<file path="config.mk">
export PLATFORM = sky130hd
export DESIGN_NAME = i2c_byte_sequencer_block
export DESIGN_NICKNAME = d
export VERILOG_FILES = /design/src/rtl/i2c_byte_sequencer_block.sv
export SDC_FILE = /design/constraint.sdc
export NUM_CORES = 1
export LEC_CHECK = 0
export ABC_CLOCK_PERIOD_IN_PS = 2900
export CAP_MARGIN = 5
export CORE_ASPECT_RATIO = 0.9
export CORE_MARGIN = 5
export CORE_UTILIZATION = 46
export CTS_CLUSTER_DIAMETER = 80
export DETAILED_ROUTE_END_ITERATION = 10
export PLACE_DENSITY = 0.72
export SYNTH_ARGS = -nofsm -noshare
export SYNTH_HDL_FRONTEND = slang
export SYNTH_SLANG_ARGS = --single-unit
</file>
<file path="constraint.sdc">
create_clock -name i2c_core_clock_i -period 2.9 [get_ports i2c_core_clock_i]
set_input_delay 0.29 -clock i2c_core_clock_i [delete_from_list [all_inputs] [get_ports i2c_core_clock_i]]
set_output_delay 0.29 -clock i2c_core_clock_i [all_outputs]
set_load 0.005 [all_outputs]
</file>
<file path="src/rtl/i2c_byte_sequencer_block.sv">
// Byte-level I2C master sequencer: START/repeated START, one 8-bit write or read,
// the ACK bit and optional STOP, timed off the SCL generator's edge counter.
//   state  | meaning
//   IDLE   | generator held in reset, bus released, waiting for a command
//   START  | SDA low while SCL high; first bit driven at the next chg
//   BIT    | shifting the 8 data bits
//   ACK    | 9th bit; response issued at its closing chg
//   STOP   | SDA released while SCL is high, then back to IDLE
//   HOLD   | generator running, bus SCL held low until the next command
//   RSTART | SDA released in the low phase, pulled low in the high phase
module i2c_byte_sequencer_block (
    input  logic       i2c_core_clock_i,
    input  logic       reset_bit_i,
    input  logic [7:0] prescaler_i,
    input  logic [7:0] counter_detect_edge_i,
    input  logic       scl_i,
    output logic       clk_gen_rst_n_o,
    output logic       scl_oe_o,
    input  logic       sda_i,
    output logic       sda_oe_o,
    input  logic       cmd_valid_i,
    output logic       cmd_ready_o,
    input  logic [2:0] cmd_i,
    input  logic [7:0] data_i,
    input  logic       ack_i,
    output logic       rsp_valid_o,
    output logic [7:0] rsp_data_o,
    output logic       rsp_nack_o,
    output logic       busy_o
);

    typedef enum logic [2:0] {IDLE, START, BIT, ACK, STOP, HOLD, RSTART} state_t;

    state_t     state;
    logic [2:0] bit_cnt;
    logic [7:0] shreg;
    logic       start_q, stop_q, read_q, ack_q, nack_q, pend_q;
    logic       chg, smp, accept;

    // smp also requires the generator SCL high, so a counter glitch cannot sample in the low phase
    assign chg    = clk_gen_rst_n_o && (counter_detect_edge_i == {1'b0, prescaler_i[7:1]});
    assign smp    = clk_gen_rst_n_o && scl_i &&
                    (counter_detect_edge_i == (prescaler_i + {1'b0, prescaler_i[7:1]}));
    assign accept = cmd_valid_i && cmd_ready_o;

    always_ff @(posedge i2c_core_clock_i) begin
        if (reset_bit_i) begin
            state           <= IDLE;
            bit_cnt         <= 3'd0;
            shreg           <= 8'd0;
            start_q         <= 1'b0;
            stop_q          <= 1'b0;
            read_q          <= 1'b0;
            ack_q           <= 1'b0;
            nack_q          <= 1'b0;
            pend_q          <= 1'b0;
            sda_oe_o        <= 1'b0;
            scl_oe_o        <= 1'b0;
            clk_gen_rst_n_o <= 1'b0;
            cmd_ready_o     <= 1'b0;
            rsp_valid_o     <= 1'b0;
            rsp_data_o      <= 8'd0;
            rsp_nack_o      <= 1'b0;
            busy_o          <= 1'b0;
        end else begin
            rsp_valid_o <= 1'b0;
            case (state)
                IDLE: begin
                    cmd_ready_o <= 1'b1;
                    if (accept) begin
                        {start_q, stop_q, read_q} <= cmd_i;
                        shreg <= data_i;
                        ack_q <= ack_i;
                        if (cmd_i[2]) begin
                            state           <= START;
                            sda_oe_o        <= 1'b1;
                            clk_gen_rst_n_o <= 1'b1;
                            busy_o          <= 1'b1;
                            cmd_ready_o     <= 1'b0;
                        end else begin
                            rsp_valid_o <= 1'b1;
                            rsp_nack_o  <= 1'b1;
                            rsp_data_o  <= 8'd0;
                        end
                    end
                end
                START: begin
                    if (chg) begin
                        sda_oe_o <= ~read_q & ~shreg[7];
                        bit_cnt  <= 3'd7;
                        state    <= BIT;
                    end
                end
                BIT: begin
                    if (smp && read_q)
                        shreg <= {shreg[6:0], sda_i};
                    if (chg) begin
                        if (bit_cnt != 3'd0) begin
                            bit_cnt  <= bit_cnt - 3'd1;
                            sda_oe_o <= ~read_q & ~shreg[bit_cnt - 3'd1];
                        end else begin
                            sda_oe_o <= read_q & ack_q;
                            state    <= ACK;
                        end
                    end
                end
                ACK: begin
                    if (smp)
                        nack_q <= read_q ? ~ack_q : sda_i;
                    if (chg) begin
                        rsp_valid_o <= 1'b1;
                        rsp_data_o  <= shreg;
                        rsp_nack_o  <= nack_q;
                        if (stop_q) begin
                            sda_oe_o <= 1'b1;
                            state    <= STOP;
                        end else begin
                            scl_oe_o    <= 1'b1;
                            cmd_ready_o <= 1'b1;
                            pend_q      <= 1'b0;
                            state       <= HOLD;
                        end
                    end
                end
                STOP: begin
                    if (smp) begin
                        sda_oe_o        <= 1'b0;
                        clk_gen_rst_n_o <= 1'b0;
                        busy_o          <= 1'b0;
                        cmd_ready_o     <= 1'b1;
                        state           <= IDLE;
                    end
                end
                HOLD: begin
                    if (accept) begin
                        {start_q, stop_q, read_q} <= cmd_i;
                        shreg       <= data_i;
                        ack_q       <= ack_i;
                        pend_q      <= 1'b1;
                        cmd_ready_o <= 1'b0;
                    end
                    // a command taken on a chg cycle itself waits for the following chg
                    if (chg && pend_q) begin
                        pend_q   <= 1'b0;
                        scl_oe_o <= 1'b0;
                        if (start_q) begin
                            sda_oe_o <= 1'b0;
                            state    <= RSTART;
                        end else begin
                            sda_oe_o <= ~read_q & ~shreg[7];
                            bit_cnt  <= 3'd7;
                            state    <= BIT;
                        end
                    end
                end
                RSTART: begin
                    if (smp) begin
                        sda_oe_o <= 1'b1;
                        state    <= START;
                    end
                end
                default: state <= IDLE;
            endcase
        end
    end

endmodule
</file>
==> results_dict.tcl <==
set metrics [dict create \
    overflow 0 \
    cap_viol_max_count 0 \
    critPathTopFamily "buffers and inverters" \
    grt_pass1_wl_um 9940 \
    ant_nets 0 \
    setup_viol 0 \
    viasPerCell 5.71 \
    mostFrequentLayoutCell "clkdlybuf4s50_1" \
    clock-sinks 34 \
    required_ns 3.08 \
    status "finished, final reports clean" \
    track_usage_pct 18.2 \
    antenna_found_initial 0 \
    critPathBufInv 3 \
    via_count 2313 \
    ys_seq_elements 34 \
    io_pins 48 \
    clkTransAtPathRegs_ns 0.07 \
    rsz0062_at_grt "false" \
    finalNonFillerCells 405 \
    arrival_ns 2.95 \
    period_share_pct 95.5 \
    syn_area_um2 2300 \
    cts_inserted_buffers 5 \
    dp.cells 397 \
    holdWs_ns 0.455 \
    wl_per_cell_um 15.0 \
    setup_tns_ns 0 \
    worst_slew_pin_slew_ns 0.605 \
    synth_edf_count 0 \
    ys_seq_area_share_pct 29.5 \
    fp.dieH_um 77.2 \
    final_cell_mix "clkdlybuf4s50_1, dfxtp_1, nor2_1" \
    clk_latency_ns 0.29 \
    drt-initial-drc-count 234 \
    rows 24 \
    cp_cell_sequence "clkdlybuf4s50_1 > buf_4 > ha_1 > a211oi_2 > o21bai_1 > o41ai_2 > xnor2_1 > nor4_4 > or2_1 > buf_4 > a21oi_2" \
    synthDistinctLibCells 50 \
    cp_slowest_cell "clkdlybuf4s50_1" \
    hold_class "reg -> reg" \
    first_pass_iters 5 \
    nets 382 \
    synth_nets 323 \
    clockBufferDepth 2 \
    area_growth_pct 34.3 \
    p_leak_uw 0.00114 \
    fin_ws_ns 0.131 \
    criticalPathCategory "in -> reg" \
    finalWeightedCongestion 0.887 \
    vdd_drop_max_v 0.000254 \
    fp.dieW_um 84.6 \
    synth-async-reset-ratio_pct 0 \
    n_antenna_cell 0 \
    first_global_vias 2162 \
    synth_flop_cell "dfxtp_1" \
    p_per_area_nw_per_um2 469 \
    yosys_warnings 0 \
    max_slew_margin_pct 59.6 \
    startpoint_type "primary input" \
    grt_start_max_net_pins 20 \
    cts_max_level 2 \
    slowest_delay_ns 0.48 \
    drc_errors 0 \
    min_period_ns 2.77 \
    syn_area_per_cell_um2 8.23 \
    portBuffers 47 \
    worst_setup_path_end_kind "flop" \
    critPathMaxFanout 5 \
    hpwlAfterDp_um 4570 \
    wirelength_um 6060 \
    tritoncts "yes" \
    hold_violations 0 \
    initial_utilization_pct 47.4 \
    path_common_cell "buf_4" \
    syn_inst 280 \
    drive_above_1_share_pct 13.8 \
    post_cts_buffers 0 \
    finClkSkew_ns 0.00890 \
    cts-root-buf "clkbuf_8" \
    die_area_um2 6530 \
    fmax_mhz 361 \
    core_area_um2 4860 \
    finalMaxSlewViolations 0 \
    preCtsSetupSlack_ns -0.241 \
]
-- layer usage --
| layer | global-route usage (%) | routed length [um] | vias to the layer above |
|---|---|---|---|
| li1 | - | - | 1156 |
| met1 | 23.6 | 2810 | 1055 |
| met2 | 29.7 | 2820 | 95 |
| met3 | 3.64 | 367 | 7 |
| met4 | 6.33 | 63 | 0 |
| met5 | 0 | 0 | - |
-- metrics by stage --
stage          total power (uW)  util [%]  cell area (um2)
3_5_place_dp                906      60.3             2930
6_report                   1450      63.6             3090
2_1_floorplan               767         -             2300
5_1_grt                    1520      63.6             3090
4_1_cts                    1450      63.2             3070
3_3_place_gp                903      60.3             2930
-- registers in the layout (all words and copies together) (netlist names) --
signal and count:
rsp_data_o 8, shreg 8, bit_cnt 3, state 3, ack_q 1, busy_o 1
cmd_ready_o 1, nack_q 1, pend_q 1, read_q 1, rsp_nack_o 1, rsp_valid_o 1
scl_oe_o 1, sda_oe_o 1, start_q 1, stop_q 1
-- path summary, 6_finish.rpt --
kind / from / endpoint / slack, ns / depth (start not counted)
worst min-delay path: rsp_data_o[7] / rsp_data_o[7] / 0.46 / 2
worst min register to register: rsp_data_o[7] / rsp_data_o[7] / 0.46 / 2
worst max register to register: bit_cnt[0] / sda_oe_o / 0.37 / 8
worst max-delay path: prescaler_i[2] / shreg[0] / 0.13 / 11
-- where the power goes --
group | internal (uW) | switching [uW] | leakage (uW)
Clock | 367 | 182 | 0.0000714
Sequential | 493 | 41.8 | 0.000276
Combinational | 190 | 180 | 0.000790
Total | 1050 | 403 | 0.00114
-- final cells by class --
type	instances	area (um2)
fill	423	1770
multi-input combinational	224	1550
sequential	34	681
timing repair buffer	65	609
clock buffer	6	82.6
tap	65	81.3
clock inverter	2	60.1
inverter	9	33.8
-- Yosys cell counts (2+ instances only) --
library cell / n / area (um2)
inv_1: 7 / 26.3
o221ai_1: 2 / 17.5
o21ai_0: 12 / 60.1
dfxtp_1: 34 / 681
o31ai_1: 10 / 75.1
ha_1: 9 / 113
xnor2_1: 15 / 131
a311oi_1: 2 / 17.5
a31oi_1: 4 / 25.0
or2_2: 2 / 12.5
nor4_1: 2 / 12.5
o21bai_1: 2 / 15.0
nor2b_1: 3 / 18.8
or4_1: 2 / 15.0
a2111oi_0: 3 / 26.3
nand4_1: 4 / 25.0
nand3_1: 15 / 75.1
nor3_1: 11 / 55.1
mux2i_1: 16 / 160
mux4_2: 2 / 45.0
clkinv_1: 2 / 7.51
a21oi_2: 9 / 78.8
xor2_1: 4 / 35.0
clkbuf_1: 11 / 41.3
nor2_1: 30 / 113
nand2_1: 20 / 75.1
a211oi_1: 7 / 52.6
or2_1: 2 / 12.5
a21oi_1: 17 / 85.1
-- worst reg2reg max path: stages, from the launching register on --
cell and delay, ns:
dfxtp_1 0.45, inv_1 0.10, ha_1 0.35, mux4_2 0.32, nor2b_1 0.15, a2111oi_0 0.35, a2111oi_0 0.10, or4_1 0.49
mux2i_1 0.15
-- cell families after synthesis --
group / count (synthesis) / share of synthesized area, %
buffers and inverters: 22 / 4.07
and+or+nand+nor: 99 / 21.3
AOI/OAI and AO/OA: 78 / 23.2
xor gates and xnor gates: 19 / 7.22
adders and majority gates: 10 / 5.75
DFF: 34 / 29.5
muxes: 18 / 8.90
-- timing repair --
action,in CTS,in global routing
resized for setup,0,4
setup endpoints to repair,0,12
hold buffers,0,0
Note: power is estimated with default switching activity, not from simulation.
